<file path="config.mk">
export PLATFORM = sky130hd
export DESIGN_NAME = mult_wb_arbiter
export DESIGN_NICKNAME = d
export VERILOG_FILES = /design/src/rtl/mult_wb_arbiter.sv
export SDC_FILE = /design/constraint.sdc
export NUM_CORES = 1
export LEC_CHECK = 0
export CORE_MARGIN = 5
export CORE_UTILIZATION = 35
export CTS_CLUSTER_DIAMETER = 100
export DETAILED_ROUTE_END_ITERATION = 12
export HOLD_SLACK_MARGIN = 0.02
export PLACE_DENSITY = 0.54
export SLEW_MARGIN = 15
export SYNTH_ARGS = -nofsm -noshare
export SYNTH_HDL_FRONTEND = slang
export SYNTH_SLANG_ARGS = --single-unit
</file>
<file path="constraint.sdc">
create_clock -name clk -period 9.4 [get_ports clk]
set_input_delay 1.88 -clock clk [delete_from_list [all_inputs] [get_ports clk]]
set_output_delay 1.88 -clock clk [all_outputs]
set_load 0.01 [all_outputs]
</file>
<file path="src/rtl/mult_wb_arbiter.sv">
// Register-file write-port arbiter: pipeline writes have priority, multiplier results
// that lose arbitration are queued in order, cancelled on WAW, and drained on idle cycles.
module mult_wb_arbiter #(
   parameter int DEPTH   = 8,
   parameter int RESERVE = 4
) (
   input  logic        clk,
   input  logic        rst,
   input  logic [4:0]  mult_rd_addr,
   input  logic [31:0] mult_rd_data,
   input  logic        pipe_we,
   input  logic [4:0]  pipe_rd_addr,
   input  logic [31:0] pipe_rd_data,
   output logic        rf_we,
   output logic [4:0]  rf_waddr,
   output logic [31:0] rf_wdata,
   output logic [31:0] pend_flags,
   output logic        stall_o,
   output logic        ovf_err
);

   localparam int PW = $clog2(DEPTH);
   localparam logic [PW:0] DEPTH_C  = (PW+1)'(DEPTH);
   localparam logic [PW:0] STALL_TH = (PW+1)'(DEPTH - RESERVE);

   logic [PW:0]      wptr_r, rptr_r;
   logic [DEPTH-1:0] valid_r;
   logic [4:0]       addr_r [DEPTH];
   logic [31:0]      data_r [DEPTH];
   logic             rf_we_r, from_mult_r, ovf_r;
   logic [4:0]       rf_waddr_r;
   logic [31:0]      rf_wdata_r;

   logic [PW:0]      count_s;
   logic [PW-1:0]    widx_s, ridx_s;
   logic             pipe_act_s, mult_act_s, empty_s, full_s;
   logic             pop_s, bypass_s, push_s, drop_s, push_valid_s;
   logic [DEPTH-1:0] valid_s;
   logic             rf_we_s, from_mult_s;
   logic [4:0]       rf_waddr_s;
   logic [31:0]      rf_wdata_s;
   logic [31:0]      pend_s;

   assign count_s      = wptr_r - rptr_r;
   assign widx_s       = wptr_r[PW-1:0];
   assign ridx_s       = rptr_r[PW-1:0];
   assign pipe_act_s   = pipe_we && (pipe_rd_addr != 5'd0);
   assign mult_act_s   = (mult_rd_addr != 5'd0);
   assign empty_s      = (count_s == {(PW+1){1'b0}});
   assign full_s       = (count_s == DEPTH_C);
   assign pop_s        = !pipe_act_s && !empty_s;
   assign bypass_s     = !pipe_act_s && empty_s && mult_act_s;
   // A full FIFO accepts a push only when the same cycle pops a slot free.
   assign push_s       = mult_act_s && !bypass_s && (!full_s || pop_s);
   assign drop_s       = mult_act_s && !bypass_s && full_s && !pop_s;
   assign push_valid_s = !(pipe_act_s && (mult_rd_addr == pipe_rd_addr));

   // Next entry-valid vector: WAW kill, then pop clear, then push (push may reuse the popped slot).
   always_comb begin
      valid_s = valid_r;
      for (int i = 0; i < DEPTH; i++) begin
         if (pipe_act_s && (addr_r[i] == pipe_rd_addr)) begin
            valid_s[i] = 1'b0;
         end else begin
            valid_s[i] = valid_r[i];
         end
      end
      if (pop_s) begin
         valid_s[ridx_s] = 1'b0;
      end else begin
         valid_s = valid_s;
      end
      if (push_s) begin
         valid_s[widx_s] = push_valid_s;
      end else begin
         valid_s = valid_s;
      end
   end

   // Write-port source selection with pipeline priority.
   always_comb begin
      rf_we_s     = 1'b0;
      rf_waddr_s  = rf_waddr_r;
      rf_wdata_s  = rf_wdata_r;
      from_mult_s = 1'b0;
      if (pipe_act_s) begin
         rf_we_s    = 1'b1;
         rf_waddr_s = pipe_rd_addr;
         rf_wdata_s = pipe_rd_data;
      end else if (pop_s) begin
         rf_we_s     = valid_r[ridx_s];
         rf_waddr_s  = addr_r[ridx_s];
         rf_wdata_s  = data_r[ridx_s];
         from_mult_s = 1'b1;
      end else if (bypass_s) begin
         rf_we_s     = 1'b1;
         rf_waddr_s  = mult_rd_addr;
         rf_wdata_s  = mult_rd_data;
         from_mult_s = 1'b1;
      end else begin
         rf_we_s = 1'b0;
      end
   end

   // Control state: pointers, entry valids, sticky overflow and the registered write port.
   always_ff @(posedge clk or posedge rst) begin
      if (rst) begin
         wptr_r      <= {(PW+1){1'b0}};
         rptr_r      <= {(PW+1){1'b0}};
         valid_r     <= {DEPTH{1'b0}};
         ovf_r       <= 1'b0;
         rf_we_r     <= 1'b0;
         rf_waddr_r  <= 5'd0;
         rf_wdata_r  <= 32'd0;
         from_mult_r <= 1'b0;
      end else begin
         valid_r     <= valid_s;
         wptr_r      <= push_s ? wptr_r + (PW+1)'(1) : wptr_r;
         rptr_r      <= pop_s  ? rptr_r + (PW+1)'(1) : rptr_r;
         ovf_r       <= ovf_r | drop_s;
         rf_we_r     <= rf_we_s;
         rf_waddr_r  <= rf_waddr_s;
         rf_wdata_r  <= rf_wdata_s;
         from_mult_r <= from_mult_s;
      end
   end

   // Entry payload storage; only meaningful while the matching valid bit is set.
   always_ff @(posedge clk) begin
      if (push_s) begin
         addr_r[widx_s] <= mult_rd_addr;
         data_r[widx_s] <= mult_rd_data;
      end
   end

   // Pending destinations: live queued results plus a multiplier write now on the port.
   always_comb begin
      pend_s = 32'd0;
      for (int i = 0; i < DEPTH; i++) begin
         if (valid_r[i]) begin
            pend_s = pend_s | (32'd1 << addr_r[i]);
         end else begin
            pend_s = pend_s;
         end
      end
      if (rf_we_r && from_mult_r) begin
         pend_s = pend_s | (32'd1 << rf_waddr_r);
      end else begin
         pend_s = pend_s;
      end
      pend_s[0] = 1'b0;
   end

   assign rf_we      = rf_we_r;
   assign rf_waddr   = rf_waddr_r;
   assign rf_wdata   = rf_wdata_r;
   assign ovf_err    = ovf_r;
   assign pend_flags = pend_s;
   assign stall_o    = (count_s >= STALL_TH);

endmodule

</file>
==> results.json <==
{
  "status": "complete, no violations",
  "ir_drop_mv": 0.142,
  "ctsHoldBuffers": 0,
  "critPathSlowestCell": "nand3_2",
  "fin_area_um2": 20100,
  "synth_warnings": 0,
  "grt_usage_pct": 20.6,
  "totalPowerFinal_w": 0.00685,
  "syn_area_um2": 16700,
  "critical_path_class": "input pin to register",
  "ys_seq_area_share_pct": 61.8,
  "die-width_um": 228,
  "ios": 149,
  "total_leakage_power_nw": 6.56,
  "antenna_found_initial": 2,
  "cts_tree": "yes",
  "avgSynthCellArea_um2": 13.3,
  "clk_pin_slew_ps": 60,
  "ctsResizeCount": 0,
  "drtAntennaViolNets": 0,
  "nets": 1463,
  "cts_sinks": 352,
  "drc": 0,
  "start_util_pct": 35.1,
  "hp-class": "register to register",
  "grt_first_pass_wirelength_mm": 81.8,
  "post-cts-setup-buffer-count": 0,
  "mappedNetlistNets": 1336,
  "place_congestion": 0.966,
  "min_period_over_period_pct": 57.6,
  "core_um2": 47400,
  "crit_fanout": 66,
  "path_buf_inv": 2,
  "fp.dieH_um": 228,
  "drt_iter0_markers": 1278,
  "critPathArrivalTime_ps": 5820,
  "dpl_cell_area_um2": 18900,
  "fin_crit_ps": 5420,
  "worst_pin_slew_ps": 1130,
  "vias": 12107,
  "fin_ws_ps": 3980,
  "worstPathCellList": "clkdlybuf4s50_1, or4_1, o21ai_4, buf_4, nand3_2, o22ai_1, nor2_1",
  "clk_latency_ps": 530,
  "fillers": 4458,
  "grt_pass1_vias": 12291,
  "grt_overflow": 0,
  "clk_path_buf_depth": 3,
  "rsz0062_at_grt": "false",
  "path_delay_family": "simple AND/OR/NAND/NOR gates",
  "routed_wl_mm": 55.6,
  "place_hpwl_mm": 35.5,
  "post-place-ws_ps": 3460,
  "cap_violations": 0,
  "portBuffers": 147,
  "slew_headroom_pct": 24.9,
  "setup_viol": 0,
  "root_buffer": "clkbuf_16",
  "finalMaxSlewViolations": 0,
  "wl_per_cell_um": 27.5,
  "synthFlopType": "edfxtp_1",
  "hold_violations": 0,
  "syn_inst": 1254,
  "dr.pass1.iters": 5,
  "power.density_nw_per_um2": 341,
  "critical-path-max-stage-delay_ps": 1060,
  "cp-end-kind": "register",
  "syn_to_final_growth_pct": 20.6,
  "dieArea_um2": 52100,
  "worst_clock_skew_ps": 23.6,
  "drive_above_1_share_pct": 14.0,
  "grt_max_degree": 67,
  "fin_tns_setup_ps": 0,
  "vias_per_cell": 5.98,
  "synthArstFlopShare_pct": 15.9,
  "crit_path_start_kind": "input pin",
  "ys_seq_elements": 352,
  "whs_ps": 495,
  "synth-edff-count": 296,
  "rows": 80,
  "fmax_mhz": 185,
  "synth_cell_types": 57,
  "numCtsBuffers": 36,
  "htree_levels": 2,
  "required_ps": 9810
}
cell type report:
class / instances / area, um^2 / area share (%)
Timing Repair Buffer: 174 / 1670 / 8.33
Clock inverter: 13 / 155 / 0.772
Inverter: 9 / 33.8 / 0.168
Tap cell: 615 / 769 / 3.83
Antenna cell: 2 / 5.00 / 0.0249
Multi-Input combinational cell: 808 / 6080 / 30.2
Clock buffer: 53 / 1080 / 5.36
Sequential cell: 352 / 10300 / 51.3
cells in the final DEF (no fill, tap or decap), types with 6 or more instances in the layout:
cell,instances
or3_1,6
nand3b_1,17
nand3_1,40
mux2i_1,9
nor2b_1,15
clkbuf_16,38
xnor2_1,25
clkdlybuf4s50_1,147
a21oi_1,24
or3b_2,8
a211oi_1,26
xor2_1,28
nor2_1,177
nor3_1,13
nand2b_1,10
dfrtp_1,53
nand4_1,8
clkbuf_8,7
edfxtp_1,296
nand2_1,67
mux4_2,76
or2_2,6
buf_4,27
o22ai_1,188
clkbuf_1,8
inv_1,8
state kept, by name, summed over array words and instances (netlist names):
register	cells
rptr_r	4
ovf_err	1
rf_we	1
valid_r	8
from_mult_r	1
data_r	256
wptr_r	4
rf_wdata	32
rf_waddr	5
addr_r	40
per-stage QoR:
| step | utilization [%] | cells |
|---|---|---|
| 2_1_floorplan | - | 1254 |
| 6_report | 42.3 | 2026 |
| 5_1_grt | 42.3 | 2025 |
| 3_3_place_gp | 39.7 | 1958 |
| 3_5_place_dp | 39.7 | 1958 |
| 4_1_cts | 42.3 | 2024 |
cells in the mapped netlist, types with 3 or more instances:
cell type	n	area, um^2
xor2_1	28	245
nor2_1	177	664
nand3_1	41	205
or2_2	6	37.5
or3b_2	8	70.1
nor3b_1	5	37.5
mux2i_1	9	90.1
ha_1	5	62.6
nor4_1	4	25.0
nand4_1	8	50.1
o22ai_1	188	1180
nor4_2	4	50.1
nand3b_1	17	128
dfrtp_1	56	1400
buf_1	8	30.0
nor2b_1	15	93.8
a21oi_1	24	120
edfxtp_1	296	8890
clkbuf_1	57	214
nor3_1	16	80.1
inv_1	9	33.8
nand2b_1	10	62.6
and3_1	3	18.8
o221ai_1	5	43.8
or3_1	6	37.5
a211oi_1	26	195
o21ai_0	4	20.0
nand2_1	67	251
xnor2_1	25	219
mux4_2	76	1710
buf_2	18	90.1
path summary, 6_finish.rpt:
path	startpoint	end	slack [ps]	cells after the start
worst min register to register	wptr_r[3]$_DFFE_PP0P_	wptr_r[3]$_DFFE_PP0P_	490	1
worst min-delay path	wptr_r[3]$_DFFE_PP0P_	wptr_r[3]$_DFFE_PP0P_	490	1
worst max register to register	rptr_r[0]$_DFFE_PP0P_	rf_wdata[20]$_DFFE_PP0P_	5640	8
max in group asynchronous	rst	rptr_r[0]$_DFFE_PP0P_	6780	3
worst max-delay path	pipe_rd_addr[2]	rf_wdata[20]$_DFFE_PP0P_	3980	7
min in group asynchronous	rst	rf_wdata[25]$_DFFE_PP0P_	1890	3
metal layers:
| metal | GRT usage, % | share of wire, % | vias up |
|---|---|---|---|
| li1 | - | - | 5184 |
| met1 | 27.1 | 41 | 6141 |
| met2 | 34.1 | 48 | 619 |
| met3 | 3.85 | 6.7 | 161 |
| met4 | 7.90 | 4.4 | 2 |
| met5 | 0 | 0.020 | - |
power by group:
part,internal (W),switching [W]
clock,0.000882,0.000580
combinational,0.00116,0.00157
sequential,0.00224,0.000408
total,0.00429,0.00256
worst reg2reg max path: stages, from the launching register on:
cell and delay (ps):
dfrtp_4 890, ha_1 320, nor2b_2 160, xnor2_1 170, nor4_4 280, buf_4 330
nand3_2 900, o22ai_1 540, nor2_1 80
kinds of logic after synthesis:
logic type                 share of synthesized area, %
other                                            0.0225
buffers and inverters                              2.32
and+or+nand+nor                                    11.5
muxes                                              11.0
AOI/OAI and AO/OA                                  10.2
DFF                                                61.8
adders and majority gates                         0.376
xor gates and xnor gates                           2.79
(Power assumes the default switching activity.)
